==> src/rtl/riscv_pkg.sv <==
// Shared fetch-stage constants and the fetch FSM state type.
package riscv_pkg;

  localparam logic [31:0] NOP_INSTR        = 32'h0000_0013;
  localparam logic [31:0] DEFAULT_RESET_PC = 32'h0000_0000;

  typedef enum logic [0:0] {
    Fetch,
    Drain
  } fetch_state_t;

endpackage

==> src/rtl/fetch_fifo.sv <==
// Prefetch FIFO: power-of-two depth, flush clears occupancy, head read straight from storage.
module fetch_fifo #(
  parameter int unsigned     Depth    = 2,
  parameter int unsigned     Width    = 64,
  parameter logic [Width-1:0] ResetVal = '0,
  localparam int unsigned    PtrW     = $clog2(Depth),
  localparam int unsigned    CntW     = $clog2(Depth) + 1
) (
  input  logic             clk_i,
  input  logic             rst_ni,
  input  logic             push_i,
  input  logic [Width-1:0] data_i,
  input  logic             pop_i,
  input  logic             flush_i,
  output logic [Width-1:0] data_o,
  output logic [CntW-1:0]  count_o,
  output logic             full_o,
  output logic             empty_o
);

  logic [Width-1:0] mem_q [Depth];
  logic [Width-1:0] mem_d [Depth];
  logic [PtrW-1:0]  wr_ptr_q, wr_ptr_d;
  logic [PtrW-1:0]  rd_ptr_q, rd_ptr_d;
  logic [CntW-1:0]  count_q, count_d;

  always_comb begin
    mem_d    = mem_q;
    wr_ptr_d = wr_ptr_q;
    rd_ptr_d = rd_ptr_q;
    count_d  = count_q;
    if (flush_i) begin
      // Storage is left untouched so the head simply holds its stale value.
      wr_ptr_d = '0;
      rd_ptr_d = '0;
      count_d  = '0;
    end else begin
      if (push_i) begin
        mem_d[wr_ptr_q] = data_i;
        wr_ptr_d        = wr_ptr_q + PtrW'(1);
        count_d         = count_d + CntW'(1);
      end
      if (pop_i) begin
        rd_ptr_d = rd_ptr_q + PtrW'(1);
        count_d  = count_d - CntW'(1);
      end
    end
  end

  always_ff @(posedge clk_i or negedge rst_ni) begin
    if (!rst_ni) begin
      mem_q    <= '{default: ResetVal};
      wr_ptr_q <= '0;
      rd_ptr_q <= '0;
      count_q  <= '0;
    end else begin
      mem_q    <= mem_d;
      wr_ptr_q <= wr_ptr_d;
      rd_ptr_q <= rd_ptr_d;
      count_q  <= count_d;
    end
  end

  assign data_o  = mem_q[rd_ptr_q];
  assign count_o = count_q;
  assign full_o  = (count_q == CntW'(Depth));
  assign empty_o = (count_q == '0);

endmodule

==> src/rtl/instr_fetch_unit.sv <==
// Fetch stage: owns the PC, keeps one imem request in flight and feeds decode from a FIFO.
module instr_fetch_unit
  import riscv_pkg::*;
#(
  parameter int unsigned      ADDR_W     = 32,
  parameter logic [ADDR_W-1:0] RESET_PC   = ADDR_W'(DEFAULT_RESET_PC),
  parameter int unsigned      FIFO_DEPTH = 2
) (
  input  logic              clk,
  input  logic              rst_n,
  output logic              imem_req,
  output logic [ADDR_W-1:0] imem_addr,
  input  logic              imem_ready,
  input  logic [31:0]       imem_rdata,
  input  logic              redirect,
  input  logic [ADDR_W-1:0] redirect_pc,
  input  logic              stall,
  output logic              instr_valid,
  output logic [31:0]       instr,
  output logic [ADDR_W-1:0] instr_pc,
  output logic [ADDR_W-1:0] pc_plus4,
  output logic [24:0]       imm_field
);

  localparam int unsigned CntW = $clog2(FIFO_DEPTH) + 1;

  fetch_state_t      state_q, state_d;
  logic              req_q, req_d;
  logic [ADDR_W-1:0] pc_q, pc_d;
  logic [ADDR_W-1:0] rpc_q, rpc_d;

  logic [ADDR_W+31:0] fifo_head;
  logic [CntW-1:0]    fifo_count, count_nxt;
  logic               fifo_full, fifo_empty;
  logic               push, pop;
  logic [ADDR_W-1:0]  redirect_aligned;
  logic               unused_redirect_lsb;

  assign redirect_aligned    = {redirect_pc[ADDR_W-1:2], 2'b00};
  assign unused_redirect_lsb = ^redirect_pc[1:0];

  // A redirect flushes the FIFO, so it also suppresses the pop and the push.
  assign pop  = ~fifo_empty & ~stall & ~redirect;
  assign push = (state_q == Fetch) & req_q & imem_ready & ~redirect & (~fifo_full | pop);

  always_comb begin
    count_nxt = fifo_count;
    if (push) count_nxt = count_nxt + CntW'(1);
    if (pop)  count_nxt = count_nxt - CntW'(1);
  end

  always_comb begin
    state_d = state_q;
    req_d   = req_q;
    pc_d    = pc_q;
    rpc_d   = rpc_q;
    unique case (state_q)
      Fetch: begin
        if (redirect) begin
          if (req_q && !imem_ready) begin
            // Memory still owes us a word: keep the request up and throw the word away later.
            state_d = Drain;
            rpc_d   = redirect_aligned;
          end else begin
            pc_d  = redirect_aligned;
            req_d = 1'b1;
          end
        end else if (!req_q || imem_ready) begin
          if (req_q) pc_d = pc_q + ADDR_W'(4);
          req_d = (count_nxt < CntW'(FIFO_DEPTH));
        end
      end
      Drain: begin
        if (redirect) rpc_d = redirect_aligned;
        if (imem_ready) begin
          state_d = Fetch;
          pc_d    = redirect ? redirect_aligned : rpc_q;
          req_d   = 1'b1;
        end
      end
    endcase
  end

  always_ff @(posedge clk or negedge rst_n) begin
    if (!rst_n) begin
      state_q <= Fetch;
      req_q   <= 1'b0;
      pc_q    <= RESET_PC;
      rpc_q   <= RESET_PC;
    end else begin
      state_q <= state_d;
      req_q   <= req_d;
      pc_q    <= pc_d;
      rpc_q   <= rpc_d;
    end
  end

  fetch_fifo #(
    .Depth    (FIFO_DEPTH),
    .Width    (32 + ADDR_W),
    .ResetVal ({NOP_INSTR, RESET_PC})
  ) u_fifo (
    .clk_i   (clk),
    .rst_ni  (rst_n),
    .push_i  (push),
    .data_i  ({imem_rdata, pc_q}),
    .pop_i   (pop),
    .flush_i (redirect),
    .data_o  (fifo_head),
    .count_o (fifo_count),
    .full_o  (fifo_full),
    .empty_o (fifo_empty)
  );

  assign imem_req    = req_q;
  assign imem_addr   = pc_q;
  assign instr_valid = ~fifo_empty;
  assign instr       = fifo_head[ADDR_W+31:ADDR_W];
  assign instr_pc    = fifo_head[ADDR_W-1:0];
  assign pc_plus4    = fifo_head[ADDR_W-1:0] + ADDR_W'(4);
  assign imm_field   = fifo_head[ADDR_W+31:ADDR_W+7];

endmodule

==> config.mk <==
export PLATFORM = sky130hd
export DESIGN_NAME = instr_fetch_unit
export DESIGN_NICKNAME = d
export VERILOG_FILES = /design/src/rtl/riscv_pkg.sv /design/src/rtl/fetch_fifo.sv /design/src/rtl/instr_fetch_unit.sv
export SDC_FILE = /design/constraint.sdc
export NUM_CORES = 1
export LEC_CHECK = 0
export CAP_MARGIN = 15
export CORE_ASPECT_RATIO = 2
export CORE_UTILIZATION = 51
export CTS_CLUSTER_DIAMETER = 100
export DETAILED_ROUTE_END_ITERATION = 12
export GPL_TIMING_DRIVEN = 0
export PLACE_DENSITY = 0.79
export SYNTH_ARGS = -nofsm -noshare
export SYNTH_HDL_FRONTEND = slang
export SYNTH_SLANG_ARGS = --single-unit
==> constraint.sdc <==
create_clock -name clk -period 4.9 [get_ports clk]
set_input_delay 1.225 -clock clk [delete_from_list [all_inputs] [get_ports clk]]
set_output_delay 1.225 -clock clk [all_outputs]
set_load 0.02 [all_outputs]
# == Yosys cells after proc, flatten, opt, wreduce, memory -nomap -nowiden ==
# Index checks and enable logic that the tools add are counted.
# op_classes
muxes,34
n_eq_ne,7
order_cmp,4
n_addsub,7
n_bitwise,14
reduce_logical,12
# ops
operator,n
$mux W32,8
$mux W64,4
$bwmux W128,1
$pmux W32 S2,2
$add A32 B3 Y32 const B,2
$demux W64 S1,1
$mux W1,11
$mux W2,5
$and A1 B1 Y1,6
$ne A3 B3 Y1 const B,2
$not A1 Y1,5
$ge A2 B2 Y1 const B,2
$ne A2 B2 Y1 const B,2
$not A1 Y2,2
$pmux W1 S2,2
$reduce_and A2 Y1,2
$reduce_and A4 Y1,1
$reduce_bool A2 Y1,2
$sub A2 B1 Y2 const B,2
$ne A3 B2 Y1 const B,1
$reduce_and A3 Y1,1
$add A1 B1 Y1 const B,2
$add A2 B1 Y2 const B,1
$eq A2 B2 Y1 const B,1
8 further kinds,10
# word_totals
register_bits,198
out_inout_bits,155
word_cells,87
input_bits,69

# == Depth between registers and ports, before layout ==
# Gate-level depths: netlist of run 1.
# depth
ltp_word,13
mapped_depth,12

# == By module ==
# A second synthesis of run 1 with hierarchy kept.
# hier_totals
hier_cells,855
hier_area_um2,10621.4
# modules_own_cells
mod,n_inst,seq_area_each_um2,cells_each,area_each_um2
fetch_fifo,1,3310.7,364,6094.6
instr_fetch_unit,1,1651.6,491,4526.8

# == Worst setup path after synthesis of run 1 ==
# Ideal clock, no wire load.
# synth_timing
path_kind,reg2out
start,register u_fifo.rd_ptr_q
end,output port pc_plus4[28]
slack_ps,587
t_required_ps,3675
arrival_ps,3088
path_buffers,4
path_stages_with_launch,13
cell_sequence,dfrtp_1 > buf_6 > buf_4 > clkbuf_1 > buf_2 > mux2i_1 > inv_1 > ha_1 > nand4b_1 > a22oi_2 > and3_2 > nand4_1 > xnor2_1
# synth_via
elab_chain_len,5
# synth_rtl
element,line_no,source
start: declaration,fetch_fifo.sv:24,"logic [PtrW-1:0] rd_ptr_q, rd_ptr_d;"
start signal: assignment,fetch_fifo.sv:59,rd_ptr_q <= rd_ptr_d;
$not A1 Y2 (implied by the code),fetch_fifo.sv:64,assign data_o = mem_q[rd_ptr_q];
$mux W64 (implied by the code) (3 in a row),fetch_fifo.sv:64,
named net instr_pc[2],instr_fetch_unit.sv:20,"output logic [ADDR_W-1:0] instr_pc,"
$add A32 B3 Y32,instr_fetch_unit.sv:120,assign pc_plus4 = fifo_head[ADDR_W-1:0] + ADDR_W'(4);
end: declaration,instr_fetch_unit.sv:21,"output logic [ADDR_W-1:0] pc_plus4,"
# The timed path passes the listed nets, and every way through them passes these cells. The select of a mux whose other input is x is not followed.

# == Worst setup path in the final report of run 1 ==
# layout_timing
start,register u_fifo.rd_ptr_q
end,output port pc_plus4[10]
# layout_via
elab_chain_len,5
# layout_rtl
element,line_no
$not A1 Y2 (implied by the code),fetch_fifo.sv:64
$mux W64 (implied by the code) (3 in a row),fetch_fifo.sv:64
$add A32 B3 Y32,instr_fetch_unit.sv:120
# Every way passes these cells. The select of a mux whose other input is x is not followed.

==> impl_metrics.csv, run 1 <==
group,metric,value,unit
yosys,synth_area,10480,um2
yosys,yosys.area_share.simple,9.432,%
power,clockPowerShare,18.3,%
yosys,ys_async_sr_fraction,100.0,%
placed_design,portBuffers,220,
yosys,synth-compound-area-share,9.002,%
flow_run,drv_cap,0,
layout,area_growth,30.25,%
timing,min_period,4.732,ns
setup_path,cp.arrival,3.51,ns
layout,drive_gt1_share,27.74,%
placed_design,post-place-ws,-0.6134,ns
timing,fmax,211.3,MHz
yosys,synth_area_leaders,"dfrtp_1, mux2_2, mux2_4",
die,die_y,204.7,um
detailed_routing,drt_iter0_drc,319,
yosys,syn_inst,860,
layout,stdcell_count,1376,
setup_path,crit_required,3.67,ns
timing,worstMarginPinSlew,0.9478,ns
power,p_per_area,544.6,nW/um2
detailed_routing,drtAntennaViolNets,0,
timing,setup_ws,0.1684,ns
detailed_routing,via_per_inst,5.744,
layout,fill_cells,1474,
clocking,cts_sinks,198,
clocking,htreeDepth,4,
power,swShare,35.29,%
timing,clock_skew,0.008778,ns
global_routing,antenna_found_initial,0,
clocking,clock_latency,0.44,ns
yosys,yosysTopAreaCell,"dfrtp_1",
layout,nets,1174,
detailed_routing,vias,7904,
layout,final_common_cell,"clkdlybuf4s50_1",
global_routing,grt_pass1_wl,43290,um
yosys,synth_nets,933,
placed_design,dp.cells,1343,
clocking,clkTransAtPathRegs,0.07,ns
yosys,synthMuxAreaShare,26.13,%
detailed_routing,finalWirelength,27870,um
placed_design,routabilityCongestion,0.9214,
clocking,root_buffer,"clkbuf_16",
yosys,synth-xor-area-share,2.674,%
power,pwr-share-comb,46.4,%
global_routing,grt_pass1_vias,8153,
yosys,yosysUniqueCellTypes,67,
die,die_w,103.4,um
global_routing,grt_max_degree,115,
timing,finalMaxSlewViolations,0,
yosys,netlist.area_leader.share,45.85,%
detailed_routing,drcViolationCount,0,
clocking,cts_tree,"built",
layout,fin_area,13650,um2
yosys,syn_avg_cell_area,12.19,um2
timing,maxSlewHeadroom,35.01,%
die,floorplan.rows,73,
layout,final_cell_mix,"clkdlybuf4s50_1, dfrtp_1, mux2_2",
setup_path,path_max_fanout,28,
outcome,status,"finished clean",
yosys,ys_warn_count,0,
timing,timing.final.hold_violations,0,
power,vdd_drop_max,0.2762,mV
placed_design,placed_area,13040,um2
yosys,ys_seq_elements,198,
setup_path,path_class,"reg -> out",
setup_path,cp-end-kind,"output pin",
clocking,cts_buffers,17,
global_routing,grt_overflow,0,
power,power_leakage,5.927,nW
timing,finalSetupViolations,0,
layout,diodes,0,
detailed_routing,wl_per_cell,20.25,um
global_routing,grt_util_all_layers,27.54,%
clocking,cts.path.max_buffers,2,
die,start_util,52.39,%
yosys,synth-edff-count,0,
detailed_routing,drt_pass1_iterations,7,
worst_hold_path,hold_path.class,"reg -> reg",
power,p_seq_share,35.3,%
yosys,synth_top_flop_cell,"dfrtp_1",
setup_path,startpoint_type,"flop",
yosys,synthAdderAreaFrac,0.4776,%
timing,fin_crit_sh,96.56,%
die,coreArea,20000,um2
placed_design,dp_hpwl,21300,um
yosys,synth_top_family_by_area,"multiplexers",
yosys,yosysSeqAreaShare,47.35,%
power,internal_power,4.811,mW
power,p_switching,2.624,mW
die,io_pins,224,
timing,rsz0062_at_grt,"false",
timing,hold_ws,0.4820,ns
die,dieArea,21160,um2
layout,fin_util,68.24,%
[synthesized netlist by cell type (4+ instances only)]
| master | n |
|---|---|
| buf_4 | 29 |
| mux2i_1 | 10 |
| mux2_1 | 12 |
| and3_1 | 7 |
| a31oi_1 | 8 |
| nand4_1 | 20 |
| nand4b_1 | 5 |
| a21o_1 | 4 |
| o2bb2ai_1 | 5 |
| nand3b_1 | 7 |
| buf_6 | 7 |
| and2_1 | 6 |
| nor2_1 | 27 |
| a21oi_1 | 31 |
| clkbuf_1 | 23 |
| o21ai_0 | 27 |
| nor2b_1 | 4 |
| buf_2 | 14 |
| nor3_1 | 7 |
| xnor2_1 | 23 |
| o31ai_1 | 5 |
| mux2_2 | 141 |
| or2_2 | 4 |
| xor2_1 | 9 |
| nor4_1 | 4 |
| dfrtp_1 | 192 |
| a22oi_1 | 19 |
| nand2_1 | 41 |
| a22o_1 | 6 |
| a222oi_1 | 7 |
| buf_1 | 4 |
| dfstp_2 | 6 |
| mux2_4 | 61 |
| inv_1 | 13 |
| ha_1 | 4 |
| nand3_1 | 21 |
[power groups by stage]
stage          Combinational, mW  Clock [mW]  Sequential [mW]
2_1_floorplan               2.05           0             2.56
3_3_place_gp                3.41           0             2.61
3_5_place_dp                3.46           0             2.64
4_1_cts                     3.48        1.39             2.61
5_1_grt                     3.66        1.45             2.69
6_report                    3.45        1.36             2.62
[flip-flops by register name, summed over array words and instances (netlist names)]
register         cells
state_q              1
u_fifo.count_o       2
u_fifo.rd_ptr_q      1
imem_addr           32
imem_req             1
rpc_q               32
u_fifo.wr_ptr_q      1
u_fifo.mem_q       128
[logic make-up after synthesis]
kind of cell             Yosys count
AO/OA/AOI/OAI                    137
XOR/XNOR                          32
adder cells (fa/ha/maj)            4
buffers and inverters             90
flip-flops                       198
multiplexers                     224
AND/OR/NAND/NOR                  175
[path summary, 6_finish.rpt]
kind / depth (start not counted) / end / start / slack, ns
min in group asynchronous: 1 / state_q / rst_n / 0.78
min reg2reg: 1 / u_fifo.mem_q[65] / u_fifo.mem_q[65] / 0.48
max in group asynchronous: 2 / u_fifo.mem_q[97] / rst_n / 3.13
min: 1 / u_fifo.mem_q[65] / u_fifo.mem_q[65] / 0.48
max: 12 / pc_plus4[10] / u_fifo.rd_ptr_q / 0.17
max reg2reg: 8 / u_fifo.mem_q[92] / u_fifo.count_o[0] / 2.31
[what timing repair did]
action,CTS,global route
pin swaps,1,0
hold buffers,0,0
resized for setup,1,7
buffers inserted,3,0
setup endpoints to repair,13,10
[metrics by stage]
stage | power [mW] | TNS, ns
CTS | 7.469 | 0
global placement | 6.014 | -1081.82
global route | 7.796 | 0
detailed placement | 6.096 | -4.522
floorplan | 4.612 | 0
finish | 7.435 | 0
[worst max-delay path, stage by stage, from the launching register on]
cell             delay [ns]
dfrtp_1                0.46
buf_6                  0.18
buf_8                  0.23
mux2_2                 0.39
ha_1                   0.26
nand4b_1               0.18
a22oi_2                0.09
buf_4                  0.17
buf_4                  0.15
buf_4                  0.14
nand2_1                0.07
xnor2_1                0.11
clkdlybuf4s50_1        0.64
[area by class of cell]
type	instances	area (um2)	share of cell area, %
Clock inverter	6	70.07	0.5133
Timing Repair Buffer	224	2270	16.63
Clock buffer	26	499.2	3.657
Multi-Input combinational cell	572	5006	36.67
Tap cell	262	327.8	2.401
Inverter	13	48.80	0.3575
Sequential cell	198	4962	36.35
Buffer	75	466.7	3.419
[metal layers]
metal  up-vias  routed length [um]  share of wire (%)  GRT usage [%]
li1       3612                   -                  -              -
met5         -                   0                  0              0
met3        76                1248                4.5          4.197
met1      3903                9831                 35          28.36
met4         0                1634                5.9          17.71
met2       313               15150                 54          50.02
(Power assumes the default switching activity.)
==> run 2, diff against run 1 <==
--- a/config.mk
+++ b/config.mk
@@ -12,6 +12,7 @@
 export DETAILED_ROUTE_END_ITERATION = 12
 export GPL_TIMING_DRIVEN = 0
 export PLACE_DENSITY = 0.79
+export SLEW_MARGIN = 20
 export SYNTH_ARGS = -nofsm -noshare
 export SYNTH_HDL_FRONTEND = slang
 export SYNTH_SLANG_ARGS = --single-unit
==> run 2 against run 1 <==
Compared with the run above: non-clock buffer count up 1; cell area rose by 0.14%; maximum frequency up 0.19%; sequential power about the same; largest cell class unchanged; routed wire length increased by 1.1%; highest routed layer unchanged; die area did not move; combinational power about the same; clock power is essentially flat; sequential share of layout area barely moved; largest power group unchanged.
==> impl_metrics.csv, run 2 (synthesis results as in run 1) <==
group,metric,value,unit
outcome,status,"finished clean",
worst_hold_path,holdPathStages,1,
setup_path,r2r_end,"u_fifo.mem_q[92]",
placed_design,dp_hpwl,21430,um
setup_path,path_max_fanout,28,
global_routing,grt_overflow,0,
timing,finalSetupViolations,0,
timing,worstMarginPinSlew,0.9559,ns
die,die_w,103.4,um
setup_path,r2r-start,"u_fifo.count_o[0]",
setup_path,cp.arrival,3.50,ns
setup_path,ff2ff_path_depth,8,
global_routing,grt.busiest_layer,"met2",
die,floorplan.rows,73,
detailed_routing,drt_pass1_iterations,5,
die,io_pins,224,
timing,maxSlewHeadroom,34.45,%
timing,hold_ws,0.4835,ns
worst_hold_path,holdPathEnd,"u_fifo.mem_q[98]",
layout,largest_register_ffs,128,
layout,diodes,0,
timing,rsz0062_at_grt,"false",
global_routing,grt_pass1_vias,8181,
layout,final_cell_mix,"clkdlybuf4s50_1, dfrtp_1, mux2_2",
layout,nets,1175,
clocking,cts_hold_buffers,0,
die,die_y,204.7,um
global_routing,grt_util_met1,28.60,%
layout,drive_gt1_share,27.80,%
clocking,clock_latency,0.44,ns
die,dieArea,21160,um2
clocking,cts.path.max_buffers,2,
placed_design,portBuffers,220,
detailed_routing,via_per_inst,5.816,
layout,fill_cells,1479,
global_routing,grt_util_all_layers,27.64,%
layout,area_growth,30.43,%
detailed_routing,drcViolationCount,0,
layout,fin_area,13670,um2
setup_path,cp-end-kind,"output pin",
layout,multi_input_area,5006,um2
worst_hold_path,holdCritStartpoint,"u_fifo.mem_q[98]",
timing,min_period,4.723,ns
timing,fmax,211.8,MHz
timing,setup_ws,0.1775,ns
power,power_leakage,5.937,nW
power,vdd_drop_max,0.2824,mV
worst_hold_path,hold_path.class,"reg -> reg",
timing,clock_skew,0.01058,ns
setup_path,r2r_slack,2.32,ns
global_routing,grtUsageMet3,4.333,%
global_routing,grt_pass1_wl,43330,um
flow_run,drv_cap,0,
power,p_per_area,543.8,nW/um2
layout,top_register,"u_fifo.mem_q",
setup_path,crit_required,3.67,ns
clocking,cts_tree,"built",
timing,finalMaxSlewViolations,0,
die,coreArea,20000,um2
clocking,root_buffer,"clkbuf_16",
clocking,cts_buffers,17,
clocking,cts_sinks,198,
setup_path,path_class,"reg -> out",
setup_path,startpoint_type,"flop",
layout,final_common_cell,"clkdlybuf4s50_1",
clocking,clkTransAtPathRegs,0.07,ns
layout,seqCellArea,4962,um2
detailed_routing,drtAntennaViolNets,0,
placed_design,post-place-ws,-0.6130,ns
detailed_routing,vias,8008,
die,start_util,52.39,%
global_routing,antenna_found_initial,0,
global_routing,grt_use_met2,50.00,%
detailed_routing,wl_per_cell,20.45,um
global_routing,grt_max_degree,84,
placed_design,placed_area,13070,um2
detailed_routing,finalWirelength,28160,um
placed_design,routabilityCongestion,0.9214,
clocking,htreeDepth,4,
timing,fin_crit_sh,96.38,%
timing,timing.final.hold_violations,0,
detailed_routing,drt_iter0_drc,370,
-- run 2: where the power goes --
| part | leakage [nW] | internal (mW) | total, mW | switching [mW] |
|---|---|---|---|---|
| clock network | 0.264 | 0.744 | 1.35 | 0.610 |
| logic | 3.24 | 1.86 | 3.45 | 1.59 |
| registers | 2.43 | 2.19 | 2.63 | 0.437 |
-- run 2: layout make-up --
class / count / share of cell area, %
Multi-Input combinational cell: 572 / 36.62
Sequential cell: 198 / 36.30
Buffer: 75 / 3.414
Clock inverter: 7 / 0.5492
Clock buffer: 25 / 3.551
Inverter: 13 / 0.3570
Tap cell: 262 / 2.398
Timing Repair Buffer: 225 / 16.81
-- run 2: layer usage --
layer,vias up,part of all wire [%],wire (um)
met4,0,6.1,1707
met3,87,4.7,1322
li1,3615,-,-
met5,-,0,0
met2,329,54,15150
met1,3977,35,9988
-- run 2: worst max path at each step --
stage / startpoint / endpoint / slack, ns
global route: u_fifo.rd_ptr_q / pc_plus4[10] / 0.005
global placement: rst_n / u_fifo.mem_q[111] / -5.54
detailed placement: u_fifo.rd_ptr_q / pc_plus4[30] / -0.61
CTS: u_fifo.rd_ptr_q / pc_plus4[30] / 0.009
floorplan: u_fifo.rd_ptr_q / pc_plus4[28] / 0.59
finish: u_fifo.rd_ptr_q / pc_plus4[10] / 0.18
-- run 2: metrics by stage --
| step | instances | TNS (ns) | util [%] | power, mW |
|---|---|---|---|---|
| after CTS | 1377 | 0 | 68.23 | 7.465 |
| final | 1377 | 0 | 68.34 | 7.434 |
| after floorplan | 860 | 0 | - | 4.612 |
| after global placement | 1342 | -1081.82 | 65.04 | 6.014 |
| after detailed placement | 1344 | -4.510 | 65.34 | 6.103 |
| after global routing | 1377 | 0 | 68.34 | 7.792 |
-- run 2: critical path, cell delays in order (launching register included) --
cell	delay, ns
dfrtp_1	0.46
buf_6	0.18
buf_8	0.23
mux2_2	0.39
ha_1	0.26
nand4b_1	0.17
a22oi_2	0.09
buf_4	0.16
buf_4	0.15
buf_4	0.15
nand2_1	0.07
xnor2_1	0.11
clkdlybuf4s50_1	0.64
-- run 2: timing repair --
item | CTS | global route
resized for setup | 1 | 7
pin swaps | 1 | 0
endpoints found under the setup margin | 13 | 9
gates cloned | 0 | 0
endpoints found under the hold margin | 0 | 0
setup buffers | 3 | 0
